File: src/rtl/req_arbiter_8.sv
// Eight-input request arbiter: sticky pending capture, one-hot registered grant with valid/ready.
// Optional build macro REQ_ARB_ROUND_ROBIN_EN selects round-robin; default is fixed priority (bit 0 highest).
module req_arbiter_8 (
    input  logic       clk,
    input  logic       rst_n,
    input  logic [7:0] req,
    input  logic       grant_ready,
    output logic [7:0] grant,
    output logic       grant_valid,
    output logic [7:0] pending
);

    localparam int unsigned N_REQ = 8;
    localparam int unsigned IDX_W = 3;

    typedef enum logic [0:0] {
        ST_IDLE  = 1'b0,
        ST_OFFER = 1'b1
    } state_e;

    state_e           state_q, state_d;
    logic [N_REQ-1:0] grant_q, grant_d;
    logic             grant_valid_q, grant_valid_d;
    logic [N_REQ-1:0] pending_q, pending_d;
    logic [N_REQ-1:0] winner_c;
    logic             handshake_c;
    logic [N_REQ-1:0] clr_c;

`ifdef REQ_ARB_ROUND_ROBIN_EN
    logic [IDX_W-1:0] last_q, last_d;

    // First set bit of pend searching last+1, last+2, ... modulo 8.
    function automatic logic [N_REQ-1:0] rr_pick(input logic [N_REQ-1:0] pend,
                                                 input logic [IDX_W-1:0] last);
        logic [N_REQ-1:0] result;
        logic             found;
        logic [IDX_W-1:0] idx;
        result = '0;
        found  = 1'b0;
        for (int k = 1; k <= N_REQ; k++) begin
            idx = last + IDX_W'(k);
            if (!found && pend[idx]) begin
                result[idx] = 1'b1;
                found       = 1'b1;
            end
        end
        return result;
    endfunction

    function automatic logic [IDX_W-1:0] onehot_to_idx(input logic [N_REQ-1:0] oh);
        logic [IDX_W-1:0] idx;
        idx = '0;
        for (int i = 0; i < N_REQ; i++) begin
            if (oh[i]) begin
                idx = idx | IDX_W'(i);
            end
        end
        return idx;
    endfunction
`else
    // Lowest set index wins.
    function automatic logic [N_REQ-1:0] fixed_pick(input logic [N_REQ-1:0] pend);
        logic [N_REQ-1:0] result;
        logic             found;
        result = '0;
        found  = 1'b0;
        for (int i = 0; i < N_REQ; i++) begin
            if (!found && pend[i]) begin
                result[i] = 1'b1;
                found     = 1'b1;
            end
        end
        return result;
    endfunction
`endif

    // Winner is chosen from the registered pending bits only, never from this cycle's req.
    always_comb begin
        winner_c = '0;
`ifdef REQ_ARB_ROUND_ROBIN_EN
        winner_c = rr_pick(pending_q, last_q);
`else
        winner_c = fixed_pick(pending_q);
`endif
    end

    // Sticky capture; a new req on the accepted bit overrides its clear.
    always_comb begin
        handshake_c = 1'b0;
        clr_c       = '0;
        handshake_c = (state_q == ST_OFFER) && grant_ready;
        clr_c       = handshake_c ? grant_q : '0;
        pending_d   = (pending_q & ~clr_c) | req;
    end

    // Next-state and grant outputs.
    always_comb begin
        state_d       = state_q;
        grant_d       = grant_q;
        grant_valid_d = grant_valid_q;
`ifdef REQ_ARB_ROUND_ROBIN_EN
        last_d        = last_q;
`endif
        unique case (state_q)
            ST_IDLE: begin
                grant_d       = '0;
                grant_valid_d = 1'b0;
                if (pending_q != '0) begin
                    grant_d       = winner_c;
                    grant_valid_d = 1'b1;
                    state_d       = ST_OFFER;
                end
            end
            ST_OFFER: begin
                if (grant_ready) begin
                    grant_d       = '0;
                    grant_valid_d = 1'b0;
                    state_d       = ST_IDLE;
`ifdef REQ_ARB_ROUND_ROBIN_EN
                    last_d        = onehot_to_idx(grant_q);
`endif
                end
            end
            default: begin
                grant_d       = '0;
                grant_valid_d = 1'b0;
                state_d       = ST_IDLE;
            end
        endcase
    end

    always_ff @(posedge clk) begin
        if (!rst_n) begin
            state_q       <= ST_IDLE;
            grant_q       <= '0;
            grant_valid_q <= 1'b0;
            pending_q     <= '0;
        end else begin
            state_q       <= state_d;
            grant_q       <= grant_d;
            grant_valid_q <= grant_valid_d;
            pending_q     <= pending_d;
        end
    end

`ifdef REQ_ARB_ROUND_ROBIN_EN
    // Reset to 7 so bit 0 is searched first.
    always_ff @(posedge clk) begin
        if (!rst_n) begin
            last_q <= IDX_W'(N_REQ - 1);
        end else begin
            last_q <= last_d;
        end
    end
`endif

    assign grant       = grant_q;
    assign grant_valid = grant_valid_q;
    assign pending     = pending_q;

endmodule

File: config.mk
export PLATFORM = sky130hd
export DESIGN_NAME = req_arbiter_8
export DESIGN_NICKNAME = d
export VERILOG_FILES = /design/src/rtl/req_arbiter_8.sv
export SDC_FILE = /design/constraint.sdc
export NUM_CORES = 1
export LEC_CHECK = 0
export CAP_MARGIN = 20
export CORE_AREA = 2 2 47 45
export DETAILED_ROUTE_END_ITERATION = 8
export DIE_AREA = 0 0 49 47
export PLACE_DENSITY = 0.74
export SETUP_SLACK_MARGIN = 0.05
export SKIP_LAST_GASP = 1
export SYNTH_ARGS = -nofsm -noshare
export SYNTH_HDL_FRONTEND = slang
export SYNTH_SLANG_ARGS = --single-unit
File: constraint.sdc
create_clock -name clk -period 3.5 [get_ports clk]
set_input_delay 0.7 -clock clk [delete_from_list [all_inputs] [get_ports clk]]
set_output_delay 0.7 -clock clk [all_outputs]
set_load 0.01 [all_outputs]
---- Yosys cells after proc, flatten, opt, wreduce, memory -nomap -nowiden ----
Index checks and enable logic that the tools add are counted.
word-level totals
  bits of input ports ..................... 11
  flip-flop bits (word level) ............. 18
  word-level logic and storage cells ...... 48
  output and inout bits ................... 17
operators by class
  bitwise gates (word level) .............. 4
  muxes and demuxes ....................... 23
  eq/ne operators ......................... 1
  reductions and logical operators ........ 16
operator list
  kind                                          number
  2-to-1 mux 8 bit                              3
  2-to-1 mux 1 bit                              17
  case mux 8 bit (2 select lines)               1
  AND 8 bit                                     1
  logical AND 1 bit                             8
  NOT 8 bit                                     1
  OR 8 bit                                      1
  nonzero test 8 bit                            1
  logical NOT 1 bit                             7
  case mux 1 bit (2 select lines)               2
  inequality test 2 bit, second input constant  1
  NOT 1 bit                                     1

---- Depth between registers and ports, before layout ----
Gate-level depths: netlist of the first run.
  depth in word-level cells ............... 24
  mapped depth ............................ 5
  mapped depth without buffers ............ 3

---- Worst setup path after synthesis of the first run ----
OpenSTA, ideal clock, no wires.
  path type ............................... in2reg
  start ................................... input grant_ready
  end ..................................... register pending_q[2] (netlist: pending[2])
  required time ........................... 3442 ps
  path slack .............................. 2201 ps
  cell stages on the path ................. 4
  path buffers ............................ 1
  library setup time ...................... 58 ps
  arrival ................................. 1241 ps
  path through ............................ and2_1 buf_2 a21boi_0 o21a_1
on the way
  cells in the longest elaborated chain, start to end .. 5
ends and longest elaborated chain
  what                  line  RTL
  start, declared       7     input logic grant_ready,
  logical AND 1 bit     91    handshake_c = (state_q == ST_OFFER) && grant_ready;
  2-to-1 mux 8 bit      92    clr_c = handshake_c ? grant_q : '0;
  NOT 8 bit             93    pending_d = (pending_q & ~clr_c) | req;
  AND 8 bit             93
  OR 8 bit              93
  end signal, assigned  142   pending_q <= pending_d;
  end, declared         24    logic [N_REQ-1:0] pending_q, pending_d;
Every way passes these cells.
A chain may end at the register's enable or synchronous reset.

---- Worst setup path in the final report of the first run ----
  start ................................... register pending_q[0] (netlist: pending[0])
  end ..................................... output pending[0]
RTL lines
  what           line  RTL
  end, declared  10    output logic [7:0] pending
No word-level cell between the ends.

==> impl_results.md, run 1 <==
* Switching pwr at 102 uW
* Die area at 2300 um^2
* CTS Root Cell: clkbuf_4
* Share of cells above drive strength 1 at 0.0490
* Peak Freq at approximately 490 MHz
* GPL Wtd Cong at about 0.7
* Clk pwr share at 0.300
* # fillers at 164
* Netlist Area Pre-Place at 721 um^2
* Worst Tran Pin Value at 603 ps
* Finish-stage setup viols at 0
* Type of the worst setup path: flop to primary output
* Worst clock skew at 3.07 ps
* Inst Count DP at around 120
* Max-slew headroom at 0.597
* WL/cell at 12.2 um
* Finished Layout Cells at 127
* DR DRC count at 0
* Max Slew Vio Count at 0
* Layout Nets at between 100 and 150
* Routed vias at 628
* Clock transition at the registers of the reported paths at 100 ps
* Post-CTS setup buffer count at 0
* Port bufs at 27
* Total power at 422 uW
* Syn avg cell area at 9.61 um^2
* Worst hold slack at 487 ps
* Yosys cell types at 25
* WP data arrival at around 1300 ps
* Synthesized netlist cell count at 75
* Core area at approximately 1800 um^2
* Count of final hold-check violations at 0
* CP peak stage delay at 580 ps
* Peak VDD IR at 0.283 mV
* Placed inst area at roughly 1000 um^2
* GRT Resource Usage Total at 0.145
* Power per cell area at 408 nW/um^2
* Internal power at 320 uW
* Initial core utilization at 0.396
* Largest net degree at the start of global routing at 21
* Initial antenna violation count at 0
* Diode count at 0
* Final worst path period share at 0.584
* Status: completed
* Synth-to-Final Area Change at 43.6%
* Post-Route Setup TNS at 0 ps
* Die H at 47 um
* Leakage power at 0.372 nW
* DR vias/cell at around 4.9
* Power share of the sequential group at 0.544
* Endpoint class of the critical path: primary output
* Post-DP HPWL at 1110 um
* CP required at 2800 ps
* Clock latency on the worst-skew pair at 290 ps
* Crit path launch type: flop
* Number of synthesized register bits at 18
* Vias in the first global route at between 600 and 700
* Maxcap violations at 0
* 1st-iter DRT viols at 10
* TritonCTS buffer count at 3
* TritonCTS clock tree: built
* Logic pwr share at 0.157
* Crit-path cells: clkdlybuf4s50_1
* GRT Residual Overflow at 0
* CP max stage cell: clkdlybuf4s50_1
* Delay-heaviest family, CP: buffers and inverters
* Post_cts resized at 0
* CTS Sinks at 18
* Syn. warnings at 0
* Antenna-violating nets left at 0
* CP max FO at 5
* CTS Hold Bufs at 0
* IO Pins at 28
* Fin crit period at 2040 ps
* CP bufs+invs at 1
* Rows at 15
* Layout Cell Area excl Fill at 1030 um^2
* Longest Clk Path Bufs at 2
* Sequential share of the synthesized area at 0.500
* Die X at 49 um
* H-tree depth at 1
* Final wirelength at 1550 um
* Switching Share at 0.242
* R2R Setup Slk at approximately 2100 ps
* Global-route wire length before repair at 2500 um
* HP Class: flop to flop
* Post-Syn Nets at 86
* RSZ-0062 raised after global routing: false
* Pre-Repair DR Iteration Count at 4
-- placed cells by master, fill, tap and decap left out --
master           instances
o21ai_0                  1
a21boi_0                 5
o32ai_1                  1
nor3_1                   1
nand3_1                  3
and3_1                   1
nor4_4                   1
and2_1                   3
a22oi_1                  1
a32oi_1                  2
dfxtp_1                 18
a21oi_1                  3
o21ai_1                  2
nand3b_1                 1
clkdlybuf4s50_1         27
nand2_1                  5
nor2b_1                  4
inv_1                    4
clkbuf_4                 3
nor4b_1                  1
o21a_1                   9
clkbuf_8                 1
o22ai_1                  1
nor2_1                   3
and3b_1                  1
-- cell usage after synthesis, drive strengths merged --
library cell | count | area [um^2]
a21boi | 5 | 37.5
a21oi | 3 | 15.0
a22oi | 1 | 7.51
a32oi | 2 | 17.5
and2 | 3 | 18.8
and3 | 1 | 6.26
and3b | 1 | 8.76
buf | 2 | 16.3
clkbuf | 2 | 7.51
dfxtp | 18 | 360
inv | 4 | 15.0
nand2 | 5 | 18.8
nand3 | 3 | 15.0
nand3b | 1 | 7.51
nor2 | 3 | 11.3
nor2b | 4 | 25.0
nor3 | 1 | 5.00
nor4 | 1 | 21.3
nor4b | 1 | 8.76
o21a | 9 | 67.6
o21ai | 3 | 15.0
o22ai | 1 | 6.26
o32ai | 1 | 8.76
-- area by class of cell --
class	count	area, um^2	area share
Inverter	4	15.0	0.0145
Clock buffer	4	36.3	0.0351
Multi-Input combinational cell	49	322	0.311
Tap cell	25	31.3	0.0302
Sequential cell	18	360	0.348
Timing Repair Buffer	27	270	0.261
-- power by group through the flow --
| stage | sequential (mW) | combinational [mW] | clock [mW] |
|---|---|---|---|
| 2_1_floorplan | 0.235 | 0.0301 | 0 |
| 5_1_grt | 0.231 | 0.0718 | 0.138 |
| 4_1_cts | 0.230 | 0.0669 | 0.130 |
| 6_report | 0.230 | 0.0661 | 0.127 |
| 3_3_place_gp | 0.234 | 0.0659 | 0 |
| 3_5_place_dp | 0.234 | 0.0664 | 0 |
-- stage by stage --
step | setup WS [ps] | util
final | 1460 | 0.568
after global routing | 1410 | 0.568
after CTS | 1450 | 0.568
after detailed placement | 1470 | 0.548
after global placement | 1480 | 0.548
after floorplan | 2200 | -
-- worst paths after layout --
check / start / end / depth (start not counted)
setup / recovery: pending[0] / pending[0] / 1
hold / removal: grant[7] / grant[7] / 2
setup reg to reg: state_q / pending[2] / 3
hold reg to reg: grant[7] / grant[7] / 2
-- metal layers --
metal / track usage / up-vias / wire (um)
li1: - / 317 / -
met2: 0.268 / 19 / 707
met3: 0.0446 / 4 / 95
met1: 0.157 / 288 / 714
met5: 0 / - / 0
met4: 0.0686 / 0 / 28
-- registers in the layout, summed over array words and instances (netlist names) --
| name | cells |
|---|---|
| state_q | 1 |
| grant | 8 |
| grant_valid | 1 |
| pending | 8 |
-- cell families after synthesis --
| group | Yosys count | share of synthesized area |
|---|---|---|
| buffers and inverters | 8 | 0.0538 |
| DFF | 18 | 0.500 |
| AOI/OAI and AO/OA | 25 | 0.243 |
| and+or+nand+nor | 24 | 0.203 |
-- worst reg2reg max path, stage by stage (launching register included) --
cell and delay (ps):
dfxtp_1 540, and2_1 380, a21boi_0 180, o21a_1 190
No activity file was read; power rests on OpenSTA's default activity.
==> run 2: changes to the inputs <==
--- a/config.mk
+++ b/config.mk
@@ -6,10 +6,10 @@
 export NUM_CORES = 1
 export LEC_CHECK = 0
 export CAP_MARGIN = 20
-export CORE_AREA = 2 2 47 45
+export CORE_AREA = 2 2 48 45
 export DETAILED_ROUTE_END_ITERATION = 8
-export DIE_AREA = 0 0 49 47
-export PLACE_DENSITY = 0.74
+export DIE_AREA = 0 0 50 47
+export PLACE_DENSITY = 0.73
 export SETUP_SLACK_MARGIN = 0.05
 export SKIP_LAST_GASP = 1
 export SYNTH_ARGS = -nofsm -noshare
==> constraint.sdc (replaced) <==
create_clock -name clk -period 2.1 [get_ports clk]
set_input_delay 0.42 -clock clk [delete_from_list [all_inputs] [get_ports clk]]
set_output_delay 0.42 -clock clk [all_outputs]
set_load 0.01 [all_outputs]
==> impl_results.md, run 2 (synthesized netlist as in run 1, its figures left out) <==
* Status: completed
* Longest Clk Path Bufs at 2 (unchanged)
* Synth-to-Final Area Change at 43.6% (unchanged)
* Worst clock skew at 7.12 ps (+4.05 ps)
* Clock transition at the registers of the reported paths at 100 ps (about the same)
* CTS Hold Bufs at 0 (unchanged)
* CP max FO at 5 (unchanged)
* Core area at 1860 um^2 (+2.1%)
* WP data arrival at 1340 ps (about the same)
* CP bufs+invs at 1 (unchanged)
* Share of cells above drive strength 1 at 0.0490 (unchanged)
* Antenna-violating nets left at 0 (unchanged)
* Maxcap violations at 0 (unchanged)
* Crit path launch type: flop
* DR DRC count at 0 (unchanged)
* Die area at 2350 um^2 (+2.0%)
* GRT Resource Usage Total at 0.160 (+0.0150)
* TritonCTS clock tree: built
* Die H at 47 um (unchanged)
* Peak Freq at approximately 570 MHz
* IO Pins at 28 (unchanged)
* Routed vias at 654 (+4.1%)
* Layout Nets at 114 (unchanged)
* FF+latch area at 360 um^2 (unchanged)
* Pre-Repair DR Iteration Count at 4 (unchanged)
* CP peak stage delay at 580 ps (about the same)
* Worst Tran Pin Value at 625 ps (+22.2 ps)
* Fin crit period at 1760 ps
* CP max stage cell: clkdlybuf4s50_1
* Crit-path cells: clkdlybuf4s50_1
* Endpoint class of the critical path: primary output
* Initial antenna violation count at 0 (unchanged)
* Area of the multi-input gates at 322 um^2 (unchanged)
* Max-slew headroom at 0.582 (-0.0148)
* Power per cell area at 678 nW/um^2 (+66%)
* CTS Sinks at 18 (unchanged)
* Clock latency on the worst-skew pair at 290 ps (about the same)
* Post-CTS setup buffer count at 0 (unchanged)
* Initial core utilization at 0.388 (-0.00800)
* Type of the worst setup path: flop to primary output
* GPL Wtd Cong at 0.725 (+4.0%)
* Most frequent cells in the layout: clkdlybuf4s50_1 (27), dfxtp_1 (18), o21a_1 (9)
* Port bufs at 27 (unchanged)
* WL/cell at 12.5 um (+2.5%)
* 1st-iter DRT viols at 13 (+3)
* Largest net degree at the start of global routing at 21 (unchanged)
* Die X at 50 um (+2.0%)
* Post-Route Setup TNS at 0 ps (unchanged)
* Peak VDD IR at 0.588 mV (+110%)
* Vias in the first global route at 591 (-3.0%)
* TritonCTS buffer count at 3 (unchanged)
* H-tree depth at 1 (unchanged)
* Rows at 15 (unchanged)
* Leakage power at 0.372 nW (unchanged)
* CTS Root Cell: clkbuf_4
* Delay-heaviest family, CP: buffers and inverters
* Post-DP HPWL at 1140 um (+2.8%)
* Post_cts resized at 0 (unchanged)
* DR vias/cell at 5.15 (+4.1%)
* Most common library cell in the layout ignoring fill and taps: clkdlybuf4s50_1
* CP required at 1680 ps (-1120 ps)
* # fillers at 162 (-1.2%)
* GRT Residual Overflow at 0 (unchanged)
* Final wirelength at 1580 um (+2.5%)
* Diode count at 0 (unchanged)
* Worst hold slack at 475 ps (-12.0 ps)
* Max Slew Vio Count at 0 (unchanged)
* Global-route wire length before repair at 2680 um (+7.2%)
* HP Class: flop to flop
* Final Util at 0.557 (-0.0115)
* RSZ-0062 raised after global routing: false
* Count of final hold-check violations at 0 (unchanged)
* Final worst path period share at 0.837
* Finish-stage setup viols at 0 (unchanged)
==> run 2: report_power, final <==
group / total [mW] / internal, mW / switching, mW
Combinational: 0.111 / 0.0678 / 0.0434
Clock: 0.207 / 0.106 / 0.102
Sequential: 0.383 / 0.360 / 0.0229
==> run 2: area by class of cell <==
cell class	count	share of cell area
flip-flops and latches	18	0.348
multi-input cells	49	0.311
inverters	4	0.0145
repair buffers	27	0.261
clock buffers	4	0.0351
well taps	25	0.0302
==> run 2: routing by layer <==
layer	wire length, um	track usage
met1	707	0.185
met2	708	0.255
met3	149	0.0796
met4	18	0.0667
met5	0	0
==> run 2: metrics by stage <==
step           instance area, um^2  power [mW]  setup slack [ps]  instances
4_1_cts                       1030       0.713               327        127
3_3_place_gp                   998       0.499               355        123
3_5_place_dp                   998       0.502               312        123
5_1_grt                       1030       0.740               275        127
6_report                      1030       0.701               343        127
2_1_floorplan                  721       0.442               962         75
==> run 2: path summary, 6_finish.rpt <==
path,cells after the start,startpoint,slack [ps],to
worst max-delay path,1,pending[0],340,pending[0]
worst min-delay path,2,grant[6],480,grant[6]
worst max register to register,3,state_q,720,pending[6]
worst min register to register,2,grant[6],480,grant[6]
==> RTL change, RTL diff (flow settings as in run 2) <==
Take the reset off `pending_q` and load it in a clocked block of its own.
--- a/src/rtl/req_arbiter_8.sv
+++ b/src/rtl/req_arbiter_8.sv
@@ -135,11 +135,13 @@
             grant_q       <= '0;
             grant_valid_q <= 1'b0;
-            pending_q     <= '0;
         end else begin
             state_q       <= state_d;
             grant_q       <= grant_d;
             grant_valid_q <= grant_valid_d;
-            pending_q     <= pending_d;
         end
+    end
+
+    always_ff @(posedge clk) begin
+        pending_q <= pending_d;
     end
 
Check against the original RTL: not equivalent (Yosys sat finds a counterexample within 4 cycles, from zero or initial values and one cycle with rst_n low).
==> RTL change against run 2 <==
  * Register-to-register slack worse by 230 ps
  * Die area unchanged
  * Cell area decreased by 4.5%
  * Area after synthesis fell by 6.8%
  * Sequential cell count unchanged
  * Sequential share of layout area increased by 1.6 points
  * Routed wire length fell by 10%
  * Critical path depth unchanged
  * Setup slack better by 58 ps
  * Global-route usage is 2.6 points lower
  * First-iteration DRC count fell by 38%
  * Critical path type unchanged
  * Largest cell class unchanged
  * Highest routed layer unchanged
Power is not compared: it rests on default switching activity, and its combinational part moved more than twofold at a synthesized area within 25%.
==> RTL change: results <==
run_status:
  status: "complete, no violations"
yosys:
  synth_compound_area_share_pct: 21.4
  synth.yosys.seq_area_share_pct: 53.6
  synth_commonest_cells: "18 x dfxtp_1, 10 x nand2_1, 9 x a21o_1"
  ys_types: 24
  netlist_top_cells_area: "dfxtp_1 54%, a21o_1 10%, nand2_1 5.6%, a32o_1 4.5%, nor4b_2 2.2%"
  synth_nets: 78
  synth.avg_cell_area_um2: 10.0
  synthAdderAreaFrac_pct: 0
critical_path:
  worstReg2RegStart: "pending[3]"
  critPathMaxFanout: 6
  crit_start: "pending[4]"
  max_stage_delay_ps: 570
sta:
  tightest_slew_ps: 403
  skew_ps: 5.07
placement:
  numPortBuffers: 27
  place_area_um2: 966
  placedCellCount: 117
  place_congestion: 0.731
  dp_hpwl_mm: 1.04
  dp_slack_ps: 391
final_layout:
  multi_input_gates: 44
  fin_nets: 108
  buf_share_pct: 27.3
  multi_input_area_share_pct: 29.6
  clkCellAreaFrac_pct: 2.28
  drive_gt1_share_pct: 4.21
  seq_share_pct: 36.5
  inv_count: 3
  multi_input_comb_area_um2: 293
  n_clock_buffer: 3
  fill_cells: 184
global_routing:
  grt_overflow: 0
  first_global_vias: 513
  grt_pass1_wl_mm: 2.36
  grt.total_usage_pct: 13.3
  grt_max_degree: 15
route:
  vias: 584
  wl_per_cell_um: 11.9
  wirelength_mm: 1.43
  drt_iter0_drc: 8
hold_path:
  hp-start: "grant_valid"
clocking:
  path_clk_slew_ps: 90
  postCtsSetupBuffers: 0
[RTL change: cell types whose count changed in the layout (fill, tap and decap cells not counted), sizes merged, moves of 3 or more]
cell / before / now
a21boi: 5 / 2
a21o: 0 / 9
a21oi: 3 / 0
a32o: 0 / 3
nand2: 5 / 10
o21a: 9 / 0
o21ai: 3 / 0
[RTL change: routing by layer]
layer	share of wire, %	global-route usage (%)
met1	50	17.6
met2	40	20.3
met3	8.8	4.78
met4	1.5	5.00
met5	0	0
[RTL change: report_power, final]
part | switching [uW] | leakage (uW) | internal, uW | total, uW
combinational | 16.9 | 0.000205 | 30.8 | 47.7
sequential | 7.69 | 0.000146 | 347 | 355
clock | 94.9 | 0.0000138 | 66.6 | 162
[RTL change: final timing paths]
check,end,slack [ps],cells past startpoint
max,pending[4],400,1
min reg2reg,grant_valid,480,1
max reg2reg,grant_valid,490,3
min,grant_valid,480,1
